`src/rtl/uart_loader_pkg.sv`:
```
// Shared definitions for the UART program loader: FSM states, reply codes
// and the default end-of-program word.
package uart_loader_pkg;

   typedef enum logic [2:0] {
      ST_RECV    = 3'd0,
      ST_WRITE   = 3'd1,
      ST_REPLY   = 3'd2,
      ST_WAIT_TX = 3'd3,
      ST_DONE    = 3'd4
   } state_t;

   localparam int          NB_DATA_DEFAULT   = 8;
   localparam int          NB_WORD_DEFAULT   = 32;
   localparam int          NB_ADDR_DEFAULT   = 8;
   localparam logic [31:0] HALT_WORD_DEFAULT = 32'hFFFF_FFFF;

   localparam logic [7:0]  ACK_CODE  = 8'hAA;
   localparam logic [7:0]  DONE_CODE = 8'h55;
   localparam logic [7:0]  NAK_CODE  = 8'hEE;

endpackage

```
`src/rtl/uart_byte_packer.sv`:
```
// Packs four received UART bytes into one instruction word, first byte in
// the most significant position, and flags the byte that completes a word.
module uart_byte_packer #(
   parameter int NB_DATA = 8,
   parameter int NB_WORD = 32
) (
   input  logic               i_clock,
   input  logic               i_reset,
   input  logic               i_clear,
   input  logic               i_enable,
   input  logic [NB_DATA-1:0] i_rx_data,
   input  logic               i_rx_done_tick,
   output logic [NB_WORD-1:0] o_word,
   output logic               o_word_valid
);

   logic [NB_WORD-1:0] r_word;
   logic [1:0]         r_count;
   logic               w_accept;

   assign w_accept     = i_enable && i_rx_done_tick;
   assign o_word_valid = w_accept && (r_count == 2'd3);
   assign o_word       = r_word;

   // Shift accepted bytes in from the bottom; the 2-bit counter wraps to 0 on the 4th byte
   always_ff @(posedge i_clock or negedge i_reset) begin
      if (!i_reset) begin
         r_word  <= '0;
         r_count <= 2'd0;
      end else if (i_clear) begin
         r_word  <= '0;
         r_count <= 2'd0;
      end else if (w_accept) begin
         r_word  <= {r_word[NB_WORD-NB_DATA-1:0], i_rx_data};
         r_count <= r_count + 2'd1;
      end
   end

endmodule

```
`src/rtl/uart_program_loader.sv`:
```
// UART program loader: assembles received bytes into instruction words,
// writes them to instruction memory at an auto-incrementing address and
// answers every write with a one-byte reply through the UART transmitter.
module uart_program_loader
   import uart_loader_pkg::*;
#(
   parameter int                 NB_DATA   = NB_DATA_DEFAULT,
   parameter int                 NB_WORD   = NB_WORD_DEFAULT,
   parameter int                 NB_ADDR   = NB_ADDR_DEFAULT,
   parameter logic [NB_WORD-1:0] HALT_WORD = HALT_WORD_DEFAULT,
   parameter logic [NB_DATA-1:0] ACK_BYTE  = ACK_CODE,
   parameter logic [NB_DATA-1:0] DONE_BYTE = DONE_CODE,
   parameter logic [NB_DATA-1:0] NAK_BYTE  = NAK_CODE
) (
   input  logic               i_clock,
   input  logic               i_reset,
   input  logic [NB_DATA-1:0] i_rx_data,
   input  logic               i_rx_done_tick,
   input  logic               i_tx_done_tick,
   input  logic               i_rearm,
   output logic [NB_DATA-1:0] o_tx_data,
   output logic               o_tx_start,
   output logic               o_mem_wr_en,
   output logic [NB_ADDR-1:0] o_mem_addr,
   output logic [NB_WORD-1:0] o_mem_data,
   output logic               o_load_done,
   output logic               o_error
);

   state_t             r_state;
   state_t             w_next_state;
   logic [NB_ADDR-1:0] r_addr;
   logic [NB_DATA-1:0] r_reply;
   logic [NB_DATA-1:0] w_reply;
   logic               r_end_load;
   logic               r_error;
   logic [NB_WORD-1:0] w_word;
   logic               w_word_valid;
   logic               w_rearm;
   logic               w_recv;
   logic               w_is_halt;
   logic               w_last_addr;

   assign w_recv      = (r_state == ST_RECV);
   assign w_rearm     = (r_state == ST_DONE) && i_rearm;
   assign w_is_halt   = (w_word == HALT_WORD);
   assign w_last_addr = (r_addr == {NB_ADDR{1'b1}});

   uart_byte_packer #(
      .NB_DATA (NB_DATA),
      .NB_WORD (NB_WORD)
   ) u_packer (
      .i_clock        (i_clock),
      .i_reset        (i_reset),
      .i_clear        (w_rearm),
      .i_enable       (w_recv),
      .i_rx_data      (i_rx_data),
      .i_rx_done_tick (i_rx_done_tick),
      .o_word         (w_word),
      .o_word_valid   (w_word_valid)
   );

   // Reply choice: the halt word always ends cleanly, even when it lands on the last address
   always_comb begin
      w_reply = ACK_BYTE;
      if (w_is_halt) begin
         w_reply = DONE_BYTE;
      end else if (w_last_addr) begin
         w_reply = NAK_BYTE;
      end
   end

   // FSM state register
   always_ff @(posedge i_clock or negedge i_reset) begin
      if (!i_reset) begin
         r_state <= ST_RECV;
      end else begin
         r_state <= w_next_state;
      end
   end

   // FSM next-state logic; rx bytes outside RECV never reach the packer
   always_comb begin
      w_next_state = r_state;
      case (r_state)
         ST_RECV: begin
            if (w_word_valid) begin
               w_next_state = ST_WRITE;
            end
         end
         ST_WRITE: begin
            w_next_state = ST_REPLY;
         end
         ST_REPLY: begin
            w_next_state = ST_WAIT_TX;
         end
         ST_WAIT_TX: begin
            if (i_tx_done_tick) begin
               w_next_state = r_end_load ? ST_DONE : ST_RECV;
            end
         end
         ST_DONE: begin
            if (i_rearm) begin
               w_next_state = ST_RECV;
            end
         end
         default: begin
            w_next_state = ST_RECV;
         end
      endcase
   end

   // Address, latched reply and error flag; the address only advances on ACK so it never wraps
   always_ff @(posedge i_clock or negedge i_reset) begin
      if (!i_reset) begin
         r_addr     <= '0;
         r_reply    <= '0;
         r_end_load <= 1'b0;
         r_error    <= 1'b0;
      end else if (w_rearm) begin
         r_addr     <= '0;
         r_end_load <= 1'b0;
         r_error    <= 1'b0;
      end else if (r_state == ST_WRITE) begin
         r_reply    <= w_reply;
         r_end_load <= w_is_halt || w_last_addr;
         if (!w_is_halt && !w_last_addr) begin
            r_addr <= r_addr + NB_ADDR'(1);
         end
         if (!w_is_halt && w_last_addr) begin
            r_error <= 1'b1;
         end
      end
   end

   assign o_mem_wr_en = (r_state == ST_WRITE);
   assign o_mem_addr  = r_addr;
   assign o_mem_data  = w_word;
   assign o_tx_start  = (r_state == ST_REPLY);
   assign o_tx_data   = r_reply;
   assign o_load_done = (r_state == ST_DONE);
   assign o_error     = r_error;

endmodule

```
`config.mk`:
```
export PLATFORM = sky130hd
export DESIGN_NAME = uart_program_loader
export DESIGN_NICKNAME = d
export VERILOG_FILES = /design/src/rtl/uart_loader_pkg.sv /design/src/rtl/uart_byte_packer.sv /design/src/rtl/uart_program_loader.sv
export SDC_FILE = /design/constraint.sdc
export NUM_CORES = 1
export LEC_CHECK = 0
export CORE_MARGIN = 2
export CORE_UTILIZATION = 35
export DETAILED_ROUTE_END_ITERATION = 10
export HOLD_SLACK_MARGIN = 0.12
export PLACE_DENSITY = 0.66
export SLEW_MARGIN = 20
export SYNTH_ARGS = -nofsm -noshare
export SYNTH_HDL_FRONTEND = slang
export SYNTH_SLANG_ARGS = --single-unit
```
`constraint.sdc`:
```
create_clock -name i_clock -period 4.3 [get_ports i_clock]
set_clock_uncertainty 0.2 [all_clocks]
set_input_delay 1.075 -clock i_clock [delete_from_list [all_inputs] [get_ports i_clock]]
set_output_delay 1.075 -clock i_clock [all_outputs]
set_load 0.05 [all_outputs]
```
==> impl_metrics.toml <==
[pwr]
power_density_nw_per_um2 = 854
p_leak_nw = 1.36
vdd_drop_max_uv = 509

[synth]
yosysSeqAreaShare = 0.544
syn_nets = 260
yosysWarnings = 0
ys_async_sr_fraction = 1.00
syn_area_per_cell_sq_um = 9.39
syn-instance-count = 245
synthesis.area_sq_um = 2300
synth_ff_type = "dfrtp_1"
synth_seq_cells = 50
ys_types = 35
synth_edf_count = 0

[timing]
period_needed_ns = 3.30
finalSetupViolCount = 0
setup_slack_ns = 1.00
rsz0062_at_grt = "no"
max_freq_mhz = 303
finalHoldViolCount = 0
worst_pin_slew_ns = 0.810
finalMaxSlewViolations = 0
relSlewSlack = 0.460
min_period_over_period = 0.767
tns_ns = 0

[floorplan]
pin_count = 65
start_util = 0.362
die_x_um = 85.1
coreArea_sq_um = 6350
die_area_sq_um = 7240
fp-row-count = 29
fp.dieH_um = 85.1

[drt]
wl_per_cell_um = 14.8
vias = 1941
drt-pass1-iter-count = 4
viasPerCell = 5.11
drtAntennaViolNets = 0
wirelength_mm = 5.62
drt_iter0_drc = 114
drc = 0

[clocking]
clockRootBuffer = "clkbuf_8"
cts_resized = 0
clockBufferDepth = 2
cts_sinks = 50
insertion_delay_ns = 0.30
cts_tree = "yes"
cts_buffers = 5
hold_buffers = 0
htree_levels = 2
post_cts_buffers = 0
clk_pin_slew_ns = 0.09

[finish]
multi_input_area_sq_um = 932
seq_area_sq_um = 1250
synthToLayoutAreaGrowth_pct = 32.6
fillCellCount = 608
drive_gt1_frac = 0.0759
antenna_cells = 0
final_cells = 380
nets = 317

[min_path]
min_to = "o_error"
whs_path_depth = 1
hp-start = "o_error"
hp-class = "register to register"

[worst_setup_path]
crit_slowest_cell = "clkdlybuf4s50_1"
worst-setup-path-type = "register to primary output"
r2r_cells = 5
worstReg2RegEnd = "o_mem_addr[1]"
r2r_start = "r_state[2]"
cp-start-kind = "register"
worstPathRequired_ns = 3.02
cpPeakStageDelay_ns = 0.83
path_cells = "nor2_1, nand2_1, inv_1, clkdlybuf4s50_1"
critPathCaptureType = "primary output"
crit_family = "buffers and inverters"
cp_data_arrival_time_ns = 2.02
cp_max_fo = 9
r2r_slack_ns = 2.32
startpoint = "r_state[2]"
path_buf_inv = 2

[placement]
io_buffers = 64
dpl.cell_count = 372
hpwl_mm = 3.82
gp_congestion = 0.772
dp_slack_ns = 1.34

[job]
maxCapViolCount = 0

[global_routing]
grt_pass1_wl_mm = 9.52
grt_pass1_vias = 1916
grt_remaining_overflow = 0
antenna_found_initial = 0
grt_max_degree = 38
grt.total_usage = 0.164

[status]
outcome = "completed"
-- flip-flops by register name, summed over array words and instances, names as in the netlist --
| signal | flops |
|---|---|
| o_error | 1 |
| o_mem_addr | 8 |
| o_tx_data | 3 |
| r_end_load | 1 |
| r_state | 3 |
| u_packer.o_word | 32 |
| u_packer.r_count | 2 |
-- synth_stat cells, drive strengths merged (3+ instances only) --
cell type	count	area, sq um
nand3	7	35.0
nand2	75	282
o21ai	29	145
nor3	3	20.0
mux2i	4	40.0
a21oi	14	77.6
buf	13	83.8
nor2	6	25.0
clkbuf	5	18.8
dfrtp	50	1250
and3	7	45.1
inv	4	15.0
nand4	10	68.8
-- cell type report --
| type | count | share of cell area |
|---|---|---|
| well taps | 77 | 0.0316 |
| inverters | 4 | 0.00492 |
| clock inverters | 1 | 0.00164 |
| clock buffers | 7 | 0.0283 |
| repair buffers | 68 | 0.218 |
| flip-flops and latches | 50 | 0.410 |
| multi-input cells | 173 | 0.305 |
-- cell usage in the layout (no fill, tap or decap), types with 5 or more instances in the layout --
cell type / count
nand2_1: 75
clkdlybuf4s50_1: 63
dfrtp_1: 50
o21ai_0: 27
a21oi_1: 12
nand4_1: 9
nand3_1: 7
and3_1: 6
clkbuf_8: 6
nor2_1: 5
-- how the worst max path moves through the flow --
stage | endpoint | depth (start not counted)
floorplan | o_tx_start | 3
global placement | o_mem_wr_en | 4
detailed placement | o_mem_wr_en | 4
CTS | o_mem_wr_en | 4
global route | o_mem_wr_en | 4
finish | o_mem_wr_en | 4
-- metal layers --
metal  wire (um)  global-route usage  vias up
met5           0                   0        -
met4          38              0.0390        0
met3         377              0.0438        5
met2        2440               0.244       68
met1        2760               0.239      926
li1            -                   -      942
-- power by group --
group | total [W] | internal [W] | switching, W
logic | 0.00142 | 0.000466 | 0.000951
registers | 0.000907 | 0.000666 | 0.000240
clock network | 0.000282 | 0.000130 | 0.000152
-- through the flow --
step	total power [W]	hold slack, ns	area, sq um	util
2_1_floorplan	0.00184	0.266	2300	-
3_3_place_gp	0.00232	0.283	2960	0.466
3_5_place_dp	0.00234	0.282	2960	0.466
4_1_cts	0.00262	0.303	3050	0.481
5_1_grt	0.00277	0.341	3050	0.481
6_report	0.00261	0.301	3050	0.481
-- kinds of logic after synthesis --
family,after synthesis,synth area share
flip-flops,50,0.544
AND/OR/NAND/NOR,118,0.259
adder cells (fa/ha/maj),2,0.0109
multiplexers,4,0.0174
buffers and inverters,22,0.0511
AO/OA/AOI/OAI,49,0.117
Note: power is estimated with default switching activity, not from simulation.
